### src/rtl/sfp_seq_if.sv
// sfp_seq_if: job control, sample stream, downstream-unit pins and result handshake of sfp_seq.
interface sfp_seq_if #(
    parameter int bw = 4,
    parameter int psum_bw = 16,
    parameter int cnt_bw = 8
);
    logic start;
    logic [cnt_bw-1:0] len;
    logic relu_en;
    logic [psum_bw-1:0] thres;
    logic busy;
    logic in_valid;
    logic [bw-1:0] in_data;
    logic in_ready;
    logic sfp_reset;
    logic sfp_acc;
    logic sfp_relu;
    logic [bw-1:0] sfp_in;
    logic [psum_bw-1:0] sfp_thres;
    logic [psum_bw-1:0] sfp_out;
    logic res_valid;
    logic res_ready;
    logic [psum_bw-1:0] res_data;

    modport master (
        output start, len, relu_en, thres, in_valid, in_data, sfp_out, res_ready,
        input busy, in_ready, sfp_reset, sfp_acc, sfp_relu, sfp_in, sfp_thres, res_valid, res_data
    );

    modport slave (
        input start, len, relu_en, thres, in_valid, in_data, sfp_out, res_ready,
        output busy, in_ready, sfp_reset, sfp_acc, sfp_relu, sfp_in, sfp_thres, res_valid, res_data
    );
endinterface

### src/rtl/sfp_seq.sv
// sfp_seq: sequences one clear/accumulate/ReLU/capture job on a downstream psum unit and returns its result.
module sfp_seq #(
    parameter int bw = 4,
    parameter int psum_bw = 16,
    parameter int cnt_bw = 8
) (
    input logic clk,
    input logic reset,
    sfp_seq_if.slave bus
);
    typedef enum logic [2:0] {IDLE, CLEAR, ACC, RELU, CAPTURE, RESULT} state_t;

    state_t state, next;
    logic [cnt_bw-1:0] cnt;
    logic relu_q;
    logic [psum_bw-1:0] thres_q;
    logic [psum_bw-1:0] res_q;
    logic run, acc;

    always_ff @(posedge clk) begin
        if (reset) state <= IDLE;
        else state <= next;
    end

    always_comb begin
        next = state;
        case (state)
            IDLE:    next = bus.start ? CLEAR : IDLE;
            CLEAR:   next = cnt != '0 ? ACC : relu_q ? RELU : CAPTURE;
            ACC:     next = (bus.in_valid && cnt == cnt_bw'(1)) ? (relu_q ? RELU : CAPTURE) : ACC;
            RELU:    next = CAPTURE;
            CAPTURE: next = RESULT;
            RESULT:  next = bus.res_ready ? IDLE : RESULT;
            default: next = IDLE;
        endcase
    end

    // Every control output is forced quiet while reset is high, except sfp_reset which clears the unit.
    always_comb begin
        run = !reset;
        bus.busy = run && state != IDLE;
        bus.in_ready = run && state == ACC;
        acc = bus.in_ready && bus.in_valid;
        bus.sfp_acc = acc;
        bus.sfp_relu = run && state == RELU;
        bus.sfp_reset = reset || state == CLEAR;
        bus.res_valid = run && state == RESULT;
        bus.sfp_in = acc ? bus.in_data : {bw{1'b0}};
    end

    always_ff @(posedge clk) begin
        if (reset) begin
            cnt <= '0;
            relu_q <= 1'b0;
            thres_q <= '0;
            res_q <= '0;
        end else begin
            if (state == IDLE && bus.start) begin
                cnt <= bus.len;
                relu_q <= bus.relu_en;
                thres_q <= bus.thres;
            end else if (acc) begin
                cnt <= cnt - cnt_bw'(1);
            end
            if (state == CAPTURE) res_q <= bus.sfp_out;
        end
    end

    assign bus.sfp_thres = thres_q;
    assign bus.res_data = res_q;
endmodule

### src/flat_wrapper.sv
// flat-port wrapper written by rule: the top's interface ports become plain ports
module sfp_seq_flat 
#(
    parameter int bw = 4,
    parameter int psum_bw = 16,
    parameter int cnt_bw = 8
)
  (clk, reset, bus_start, bus_len, bus_relu_en, bus_thres, bus_in_valid, bus_in_data, bus_sfp_out, bus_res_ready, bus_busy, bus_in_ready, bus_sfp_reset, bus_sfp_acc, bus_sfp_relu, bus_sfp_in, bus_sfp_thres, bus_res_valid, bus_res_data);
  sfp_seq_if #(.bw(bw), .psum_bw(psum_bw), .cnt_bw(cnt_bw)) bus_i ();
  input logic clk;
  input logic reset;
  input wire logic [$bits(bus_i.start)-1:0] bus_start;
  input wire logic [$bits(bus_i.len)-1:0] bus_len;
  input wire logic [$bits(bus_i.relu_en)-1:0] bus_relu_en;
  input wire logic [$bits(bus_i.thres)-1:0] bus_thres;
  input wire logic [$bits(bus_i.in_valid)-1:0] bus_in_valid;
  input wire logic [$bits(bus_i.in_data)-1:0] bus_in_data;
  input wire logic [$bits(bus_i.sfp_out)-1:0] bus_sfp_out;
  input wire logic [$bits(bus_i.res_ready)-1:0] bus_res_ready;
  output wire logic [$bits(bus_i.busy)-1:0] bus_busy;
  output wire logic [$bits(bus_i.in_ready)-1:0] bus_in_ready;
  output wire logic [$bits(bus_i.sfp_reset)-1:0] bus_sfp_reset;
  output wire logic [$bits(bus_i.sfp_acc)-1:0] bus_sfp_acc;
  output wire logic [$bits(bus_i.sfp_relu)-1:0] bus_sfp_relu;
  output wire logic [$bits(bus_i.sfp_in)-1:0] bus_sfp_in;
  output wire logic [$bits(bus_i.sfp_thres)-1:0] bus_sfp_thres;
  output wire logic [$bits(bus_i.res_valid)-1:0] bus_res_valid;
  output wire logic [$bits(bus_i.res_data)-1:0] bus_res_data;
  assign bus_i.start = bus_start;
  assign bus_i.len = bus_len;
  assign bus_i.relu_en = bus_relu_en;
  assign bus_i.thres = bus_thres;
  assign bus_i.in_valid = bus_in_valid;
  assign bus_i.in_data = bus_in_data;
  assign bus_i.sfp_out = bus_sfp_out;
  assign bus_i.res_ready = bus_res_ready;
  assign bus_busy = bus_i.busy;
  assign bus_in_ready = bus_i.in_ready;
  assign bus_sfp_reset = bus_i.sfp_reset;
  assign bus_sfp_acc = bus_i.sfp_acc;
  assign bus_sfp_relu = bus_i.sfp_relu;
  assign bus_sfp_in = bus_i.sfp_in;
  assign bus_sfp_thres = bus_i.sfp_thres;
  assign bus_res_valid = bus_i.res_valid;
  assign bus_res_data = bus_i.res_data;
  sfp_seq #(.bw(bw), .psum_bw(psum_bw), .cnt_bw(cnt_bw)) u_core (.clk(clk), .reset(reset), .bus(bus_i));
endmodule
### config.mk
export PLATFORM = sky130hd
export DESIGN_NAME = sfp_seq_flat
export DESIGN_NICKNAME = d
export VERILOG_FILES = /design/src/rtl/sfp_seq_if.sv /design/src/rtl/sfp_seq.sv /design/src/flat_wrapper.sv
export SDC_FILE = /design/constraint.sdc
export NUM_CORES = 1
export LEC_CHECK = 0
export ABC_CLOCK_PERIOD_IN_PS = 1440
export BUFFER_PORTS_ARGS = -buffer_cell sky130_fd_sc_hd__clkbuf_2
export CAP_MARGIN = 15
export CELL_PAD_IN_SITES_DETAIL_PLACEMENT = 1
export CELL_PAD_IN_SITES_GLOBAL_PLACEMENT = 2
export CORE_ASPECT_RATIO = 1.4
export CORE_UTILIZATION = 21
export DETAILED_ROUTE_END_ITERATION = 8
export PLACE_DENSITY = 0.81
export SETUP_SLACK_MARGIN = 0.4
export SLEW_MARGIN = 30
export SYNTH_ARGS = -nofsm -noshare
export SYNTH_HDL_FRONTEND = slang
export SYNTH_SLANG_ARGS = --single-unit
### constraint.sdc
create_clock -name clk -period 1.44 [get_ports clk]
set_input_delay 0.072 -clock clk [delete_from_list [all_inputs] [get_ports clk]]
set_output_delay 0.072 -clock clk [all_outputs]
set_load 0.02 [all_outputs]
==> run summary, run 1 <==
The number of global-route vias before repair is 2194, and the maximum level of the CTS H-tree is 2. Entering global routing, the biggest net connects 50 pins. The site row count is 40, and the mux share of post-synthesis cell area is 0.5305%. For this design the static power due to leakage is 1.530 nW. After Yosys synthesis, full adders, half adders and majority gates account for 1.989% of the synthesized area. On the final layout, the worst clock skew is 0.001537 ns. During placement, the flow inserted port buffers numbering 91. In this run the clock root is driven by a clkbuf_16. Summed over all nets, the half-perimeter wirelength after detailed placement is 4195 um. For the worst setup slack after layout, the log shows -0.1031 ns.

The Yosys step of the flow raised 0 warnings. The run gives 10320 um as the wire length of the first global-routing pass. By instance count, the cell type seen most on the critical path is buf_6. The kind of cell with the highest combined delay along the critical path is simple AND/OR/NAND/NOR gates. Across the whole layout, storage elements account for 895.9 um2. For this run, the slowest stage of the critical path takes 0.36 ns. The power density of the placed cells is 1119 nW/um2, and the initial cell density of the core is 21.79%. The async set-or-reset flop fraction in the synthesized netlist was 0%; the area of the mapped netlist was 1887 um2. The number of max-cap violations is 0, and the DRC marker count from the first detailed-route iteration is 75. The overall die height was 114.2 um; the number of buffers added by the clock tree synthesis step was 5.

The count of final hold-check violations is 0, and the number of slew-limit violations in the final report is 0. The critical path data required time is 1.37 ns. Total power for the finished layout comes to 3.968 mW. Total routed wirelength: 6825 um. The signal on the critical path passes through nor4b_4 -> buf_4 -> and2_4 -> buf_6 -> buf_6. Of the total synthesized cell area, the portion taken by AND, OR, NAND and NOR gates is 27.59%. The net count after synthesis was 295. In this run the worst hold path is classified as primary input to flip-flop.

The critical path is of the flip-flop to primary output type. Clock period minus worst slack: 1.543 ns. The total grt overflow was 0; the maximum clock path buffer count was 2.

VDD sags by at most 0.7951 mV. The worst setup path is launched from a flip-flop. Data on the critical path arrives at its endpoint at 1.47 ns. In the final routed layout, each cell accounts on average for 14.65 um. The average cell area after synthesis works out to 7.797 um2.

Clock tree synthesis found a total of 44 sinks. The run gives 434 as the number of placed cells counting well taps. The flow ran to the end, but the final reports show violations. The complex-gate fraction of the synthesized area was 16.11%. The checks that failed: negative setup slack. The core outline area was 8658 um2; the maximum fanout along the worst path was 5.

The routed layout has 2136 vias. The run gives 0 as the number of antenna violations at the first check in global routing. The final hold slack is 0.003861 ns, and the total inserted antenna cells is 0. Share of final-layout standard cells stronger than drive strength 1: 62.05%. The filler cell count in the final layout came out at 1020.

After Yosys synthesis, XOR and XNOR cells account for 2.321% of the synthesized area. The number of enable flip-flop cells after synthesis was 0; the placed cell area was 2587 um2. The post-placement worst setup slack was -0.03290 ns. For this run, the register share of the synthesized area comes to 46.68%. The run gives 413 as the number of nets in the layout.

Endpoint class of the critical path: a primary output. The layout-stage area growth over the synthesis result is 87.86%, and the final estimated routing congestion in global placement is 0.8172. The die covers 9373 um2. Measured against its own limit, the worst slew margin works out to 52.88%. In the final layout, the multi-input gates occupy 1355 um2. The most common cell after layout, fill and taps aside is clkbuf_2. The non-filler instance count after layout came out at 466.

For the pin with the worst max-slew slack, the measured transition is 0.7068 ns. The cell count after synthesis came out at 242. TritonCTS built the clock tree.

The number of remaining DRC errors came out at 0. The register bit count reported by yosys works out to 44. For the length of the first detailed-routing pass in iterations, the log shows 4. For this run, the leading register cell type out of synthesis is dfxtp_1. The average vias per placed instance is 4.584. Setup repair after global routing could not meet its margin everywhere. After synthesis, the largest family of logic cells by area is simple AND/OR/NAND/NOR gates. Counting distinct cell types in the post-synthesis netlist gives 33.

The run gives 0.28 ns as the clock latency of the later-clocked register in the worst-skew pair. The top cell types in the final layout, fill and taps aside, are clkbuf_2 (81), dfxtp_1 (38), nand2_1 (30). The count of boundary I/O pins is 92, and the final cycle utilization of the critical path is 107.2%. Derived from the worst setup path, the maximum achievable clock frequency is 648.1 MHz. Setup violations remaining at the end of the flow were counted as 20.

Among all stages on the critical path, the largest delay is contributed by dfxtp_4. For this run, the total global-route usage over all layers was measured as 14.63%. In this run the remaining antenna-violating nets after routing total 0. The finished cells cover 3545 um2.

Counting both buffers and inverters, the worst setup path holds a total of 3. The horizontal extent of the die came out at 82.11 um. Clock-pin slew was measured on the worst setup and hold paths at 0.06 ns.
-- power breakdown --
part,internal [mW],switching [mW]
clock,0.692,0.490
combinational,0.666,0.694
sequential,1.33,0.0955
-- cell type report --
cell class	count	area share, %
Multi-Input combinational cell	178	38.23
Sequential cell	44	25.27
Timing Repair Buffer	125	27.85
Clock inverter	1	0.2118
Clock buffer	7	4.024
Tap cell	105	3.706
Inverter	6	0.7060
-- kinds of logic (layout without fill, tap and decap cells) --
group                    after synthesis  in the layout
AND/OR/NAND/NOR                      115            117
buffers and inverters                 22            139
multiplexers                           1              1
adder cells (fa/ha/maj)                3              3
AO/OA/AOI/OAI                         52             52
flip-flops                            44             44
XOR/XNOR                               5              5
-- flip-flops by register name (all words and copies together) (netlist names) --
name,cells
u_core.bus.res_data,16
u_core.bus.sfp_thres,16
u_core.cnt,8
u_core.relu_q,1
u_core.state,3
-- what timing repair did --
item	CTS	global route
setup buffers	4	9
pin swaps	10	39
setup endpoints to repair	54	54
cloned	4	3
gates resized for setup	46	102
hold endpoints to repair	4	0
hold buffers	4	0
-- cell usage after synthesis, types with 2 or more instances --
| master | instances | area [um2] |
|---|---|---|
| xor2_1 | 5 | 43.79 |
| nor2_1 | 14 | 52.55 |
| nand4b_1 | 2 | 17.52 |
| nand2_1 | 73 | 274.0 |
| dfxtp_1 | 44 | 880.8 |
| buf_2 | 3 | 15.01 |
| nand3_1 | 3 | 15.01 |
| ha_1 | 3 | 37.54 |
| and3_1 | 5 | 31.28 |
| o21ai_0 | 2 | 10.01 |
| a211oi_1 | 5 | 37.54 |
| a21oi_1 | 37 | 185.2 |
| and2_1 | 4 | 25.02 |
| inv_1 | 6 | 22.52 |
| nor3b_1 | 2 | 15.01 |
| nor3_1 | 4 | 20.02 |
| a2111oi_0 | 2 | 17.52 |
| clkbuf_1 | 11 | 41.29 |
| nand4_1 | 2 | 12.51 |
| nand2b_1 | 2 | 12.51 |
-- final timing paths --
check	start	cells past startpoint	endpoint	slack, ns
worst max-delay path	u_core.state[0]	5	bus_sfp_acc	-0.10
worst min-delay path	bus_thres[11]	3	u_core.bus.sfp_thres[11]	0.004
worst max register to register	u_core.state[0]	5	u_core.cnt[1]	-0.07
worst min register to register	u_core.bus.res_data[8]	2	u_core.bus.res_data[8]	0.46
-- worst reg2reg max path, cell delays in order, from the launching register on --
cell and delay (ns):
dfxtp_4 0.36, nor4b_4 0.29, buf_4 0.16, a21oi_1 0.06, a2111oi_1 0.40, a31o_2 0.18
-- layer usage --
metal  track usage, %  part of all wire (%)
met3            3.825                   5.5
met5                0                     0
met2            26.45                    55
met4            6.433                   1.9
met1            15.40                    37
-- stage by stage --
step                 TNS, ns  util [%]
global placement    -0.01714     29.88
detailed placement   -0.1396     29.88
floorplan                  0         -
finish               -0.5948     40.94
CTS                  -0.7667     35.55
global route          -2.050     40.94
Note: power is estimated with default switching activity, not from simulation.
==> run 2: changes to the inputs <==
- ABC_CLOCK_PERIOD_IN_PS: 1440 -> 1300
- clock period: 1.44 -> 1.3 ns (I/O delays scaled with it)
==> run 2 against run 1 <==
  * The flow finishes with violations (negative hold slack, negative setup slack)
  * First-iteration DRC count down 17%
  * Sequential power up 9.8%
  * Final cell count up 7.3%
  * Non-clock buffer count up 35
  * Critical path type is now flip-flop to flip-flop
  * Largest cell class unchanged
==> run summary, run 2 (synthesized netlist as in run 1, its figures left out) <==
The tools report the worst setup slack after layout as -0.2835 ns (-0.1804 ns). The number of cells on the worst reg-to-reg path is 8 (+3), and the total inserted antenna cells is 0 (unchanged). The final estimated routing congestion in global placement came out at 0.7607 (-6.9%). The run gives 3901 um2 (+10%) as the cell area after layout.

The arrival time reported for the critical path endpoint came out at 1.79 ns (+0.32 ns). Placed cell area: 2729 um2 (+5.5%). For the number of max-cap violations, the log shows 0 (unchanged).

The logs give 4593 um (+9.5%) for the half-perimeter wire length of the detailed placement result and 10870 um (+5.3%) for the wire length of the first global-routing pass. The clock latency of the later-clocked register in the worst-skew pair was 0.29 ns (about the same); the number of buffers added by the clock tree synthesis step was 5 (unchanged). In the layout the commonest cells are clkbuf_2 (68), nand2_1 (46), dfxtp_1 (39).

The run gives 0 (unchanged) as the total grt overflow. The overall die height was 114.2 um (unchanged). Based on the critical path, the design can be clocked at up to 631.5 MHz.

The tools report the final hold slack as -0.003256 ns (-0.007117 ns). The endpoint class of the critical path was a flip-flop. The run finished, with violations left. The final count of negative-setup-slack endpoints is 38 (+90%), and the critical path data required time is 1.50 ns (+0.13 ns).

The count of boundary I/O pins was 92 (unchanged). The tools report the via count as 2258 (+5.7%). The number of placed cells counting well taps was 448 (+3.2%). The worst slew margin relative to its limit came out at 72.64% (+20 points). Non-filler instance count after layout: 500 (+7.3%).

The leakage power was 1.667 nW (+8.9%). The maximum fanout along the worst path works out to 7 (+2). The number of global-route vias before repair came out at 2254 (+2.7%). The worst setup path is launched from a flip-flop.

The final reports fail on negative hold slack, negative setup slack. The most common cell after layout, fill and taps aside was clkbuf_2. Relative to the synthesized area, the layout overhead comes to 106.8%. The final clock skew is 0.007282 ns (+0.005745 ns), and the clock-pin slew on the worst setup and hold paths is 0.07 ns (about the same).

Average wire length per cell after detail routing: 15.18 um (+3.7%). The number of slew-limit violations in the final report came out at 0 (unchanged). The initial cell density of the core came out at 21.79% (unchanged).

The number of nets with antenna violations after detailed routing came out at 0 (unchanged). The sum of internal, switching and leakage power was 4.773 mW (+20%); the depth of the worst hold-timing path was 3 (unchanged). For the maximum clock path buffer count, the log shows 2 (unchanged).

For the clock sink count, the log shows 44 (unchanged). The final cycle utilization of the critical path came out at 121.8%. In this run the worst setup path terminates at u_core.cnt[0].

The die footprint was 9373 um2 (unchanged). The number of remaining DRC errors was 0 (unchanged). Average vias per placed instance: 4.516 (-1.5%).

Maximum VDD drop: 0.4782 mV (-40%). The critical path in this run is classified as flip-flop to flip-flop. For the core outline area, the log shows 8658 um2 (unchanged).

The number of buffers added on ports came out at 91 (unchanged). The number of antenna violations at the first check in global routing was 0 (unchanged). The horizontal extent of the die works out to 82.11 um (unchanged). The min-delay analysis places its worst path in the category primary input to flip-flop. The timing startpoint of the critical path was u_core.state[2].

The measured slew at the worst slew-check pin works out to 0.4104 ns (-0.2964 ns). The length of the first detailed-routing pass in iterations is 3 (-1), and the maximum number of pins on one net before global-route repair is 27 (-46%). The startpoint identified for the worst register-to-register timing path is u_core.state[2].

Setup repair after global routing could not meet its margin everywhere. The number of nets in the layout was 447 (+8.2%); the total routed wirelength was 7591 um (+11%). Counting I/O delays and the setup requirement, the final critical path takes 1.583 ns. The power density of the placed cells works out to 1224 nW/um2 (+9.3%). The share of final-layout standard cells stronger than drive strength 1 came out at 59.75% (-2.3 points). The global-route total usage across every layer is 15.42% (+0.80 points), and the setup slack on the worst flop-to-flop path is -0.28 ns (-0.21 ns).

Clock tree synthesis selected as its root buffer the cell clkbuf_16. The maximum level of the CTS H-tree was 2 (unchanged). The tools report the DRC marker count from the first detailed-route iteration as 62 (-17%). The endpoint of the most critical register-to-register path was u_core.cnt[0]. The site row count came out at 40 (unchanged).

TritonCTS built the clock tree. The count of final hold-check violations came out at 1 (+1).
[run 2: cell types whose count changed in the layout (fill, tap and decap cells not counted), moves of 7 or more]
cell / previous run / this run
dlygate4sd3_1: 4 / 21
buf_4: 10 / 30
clkbuf_2: 81 / 68
nand2_4: 18 / 11
nand2_1: 30 / 46
nand2_2: 23 / 15
buf_2: 0 / 9
[run 2: final cells by class]
type / count / area [um2]
fill: 996 / 4757
multi-input combinational: 177 / 1358
timing repair buffer: 160 / 1326
sequential: 44 / 892.1
tap: 105 / 131.4
clock buffer: 5 / 125.1
clock inverter: 3 / 46.29
inverter: 6 / 22.52
[run 2: worst max-delay path: stages, from the launching register on]
cell and delay [ns]:
dfxtp_2 0.34, buf_6 0.11, buf_6 0.11, nor3_4 0.18
and2_4 0.25, buf_4 0.13, buf_6 0.09, a22oi_1 0.10
a21oi_1 0.18
[run 2: how the worst min path moves through the flow]
| stage | from | endpoint | slack, ns |
|---|---|---|---|
| 2_1_floorplan | reset | u_core.state[1] | 0.15 |
| 3_3_place_gp | bus_thres[3] | u_core.bus.sfp_thres[3] | 0.29 |
| 3_5_place_dp | bus_relu_en | u_core.relu_q | 0.30 |
| 4_1_cts | bus_sfp_out[15] | u_core.bus.res_data[15] | 0.001 |
| 5_1_grt | bus_sfp_out[4] | u_core.bus.res_data[4] | 0.002 |
| 6_report | bus_sfp_out[4] | u_core.bus.res_data[4] | -0.003 |
[run 2: routing by layer]
metal / wire length (um) / up-vias / GRT usage (%) / share of wire, %
met1: 2755 / 1070 / 14.33 / 36
met5: 0 / - / 0 / 0
met3: 293 / 12 / 2.550 / 3.9
met4: 170 / 0 / 5.380 / 2.2
met2: 4372 / 56 / 31.74 / 58
li1: - / 1120 / - / -
[run 2: timing repair]
item / in CTS / in global routing
cloned: 5 / 1
hold endpoints to repair: 21 / 0
resized for setup: 88 / 65
endpoints found under the setup margin: 54 / 67
setup buffers: 13 / 4
pin swaps: 26 / 27
hold buffers: 21 / 0
[run 2: stage by stage]
step	worst slack [ns]	utilization, %	setup TNS, ns
global placement	-0.07056	31.52	-0.4229
detailed placement	-0.1642	31.52	-1.371
floorplan	-0.04928	-	-0.2575
global route	-0.3012	45.06	-8.569
CTS	-0.2337	42.38	-5.849
finish	-0.2835	45.06	-5.845
[run 2: report_power, final]
group	internal (mW)	total (mW)	leakage, nW	switching (mW)
clock network	0.915	1.50	0.0804	0.584
registers	1.47	1.57	0.362	0.0953
logic	0.871	1.71	1.22	0.836
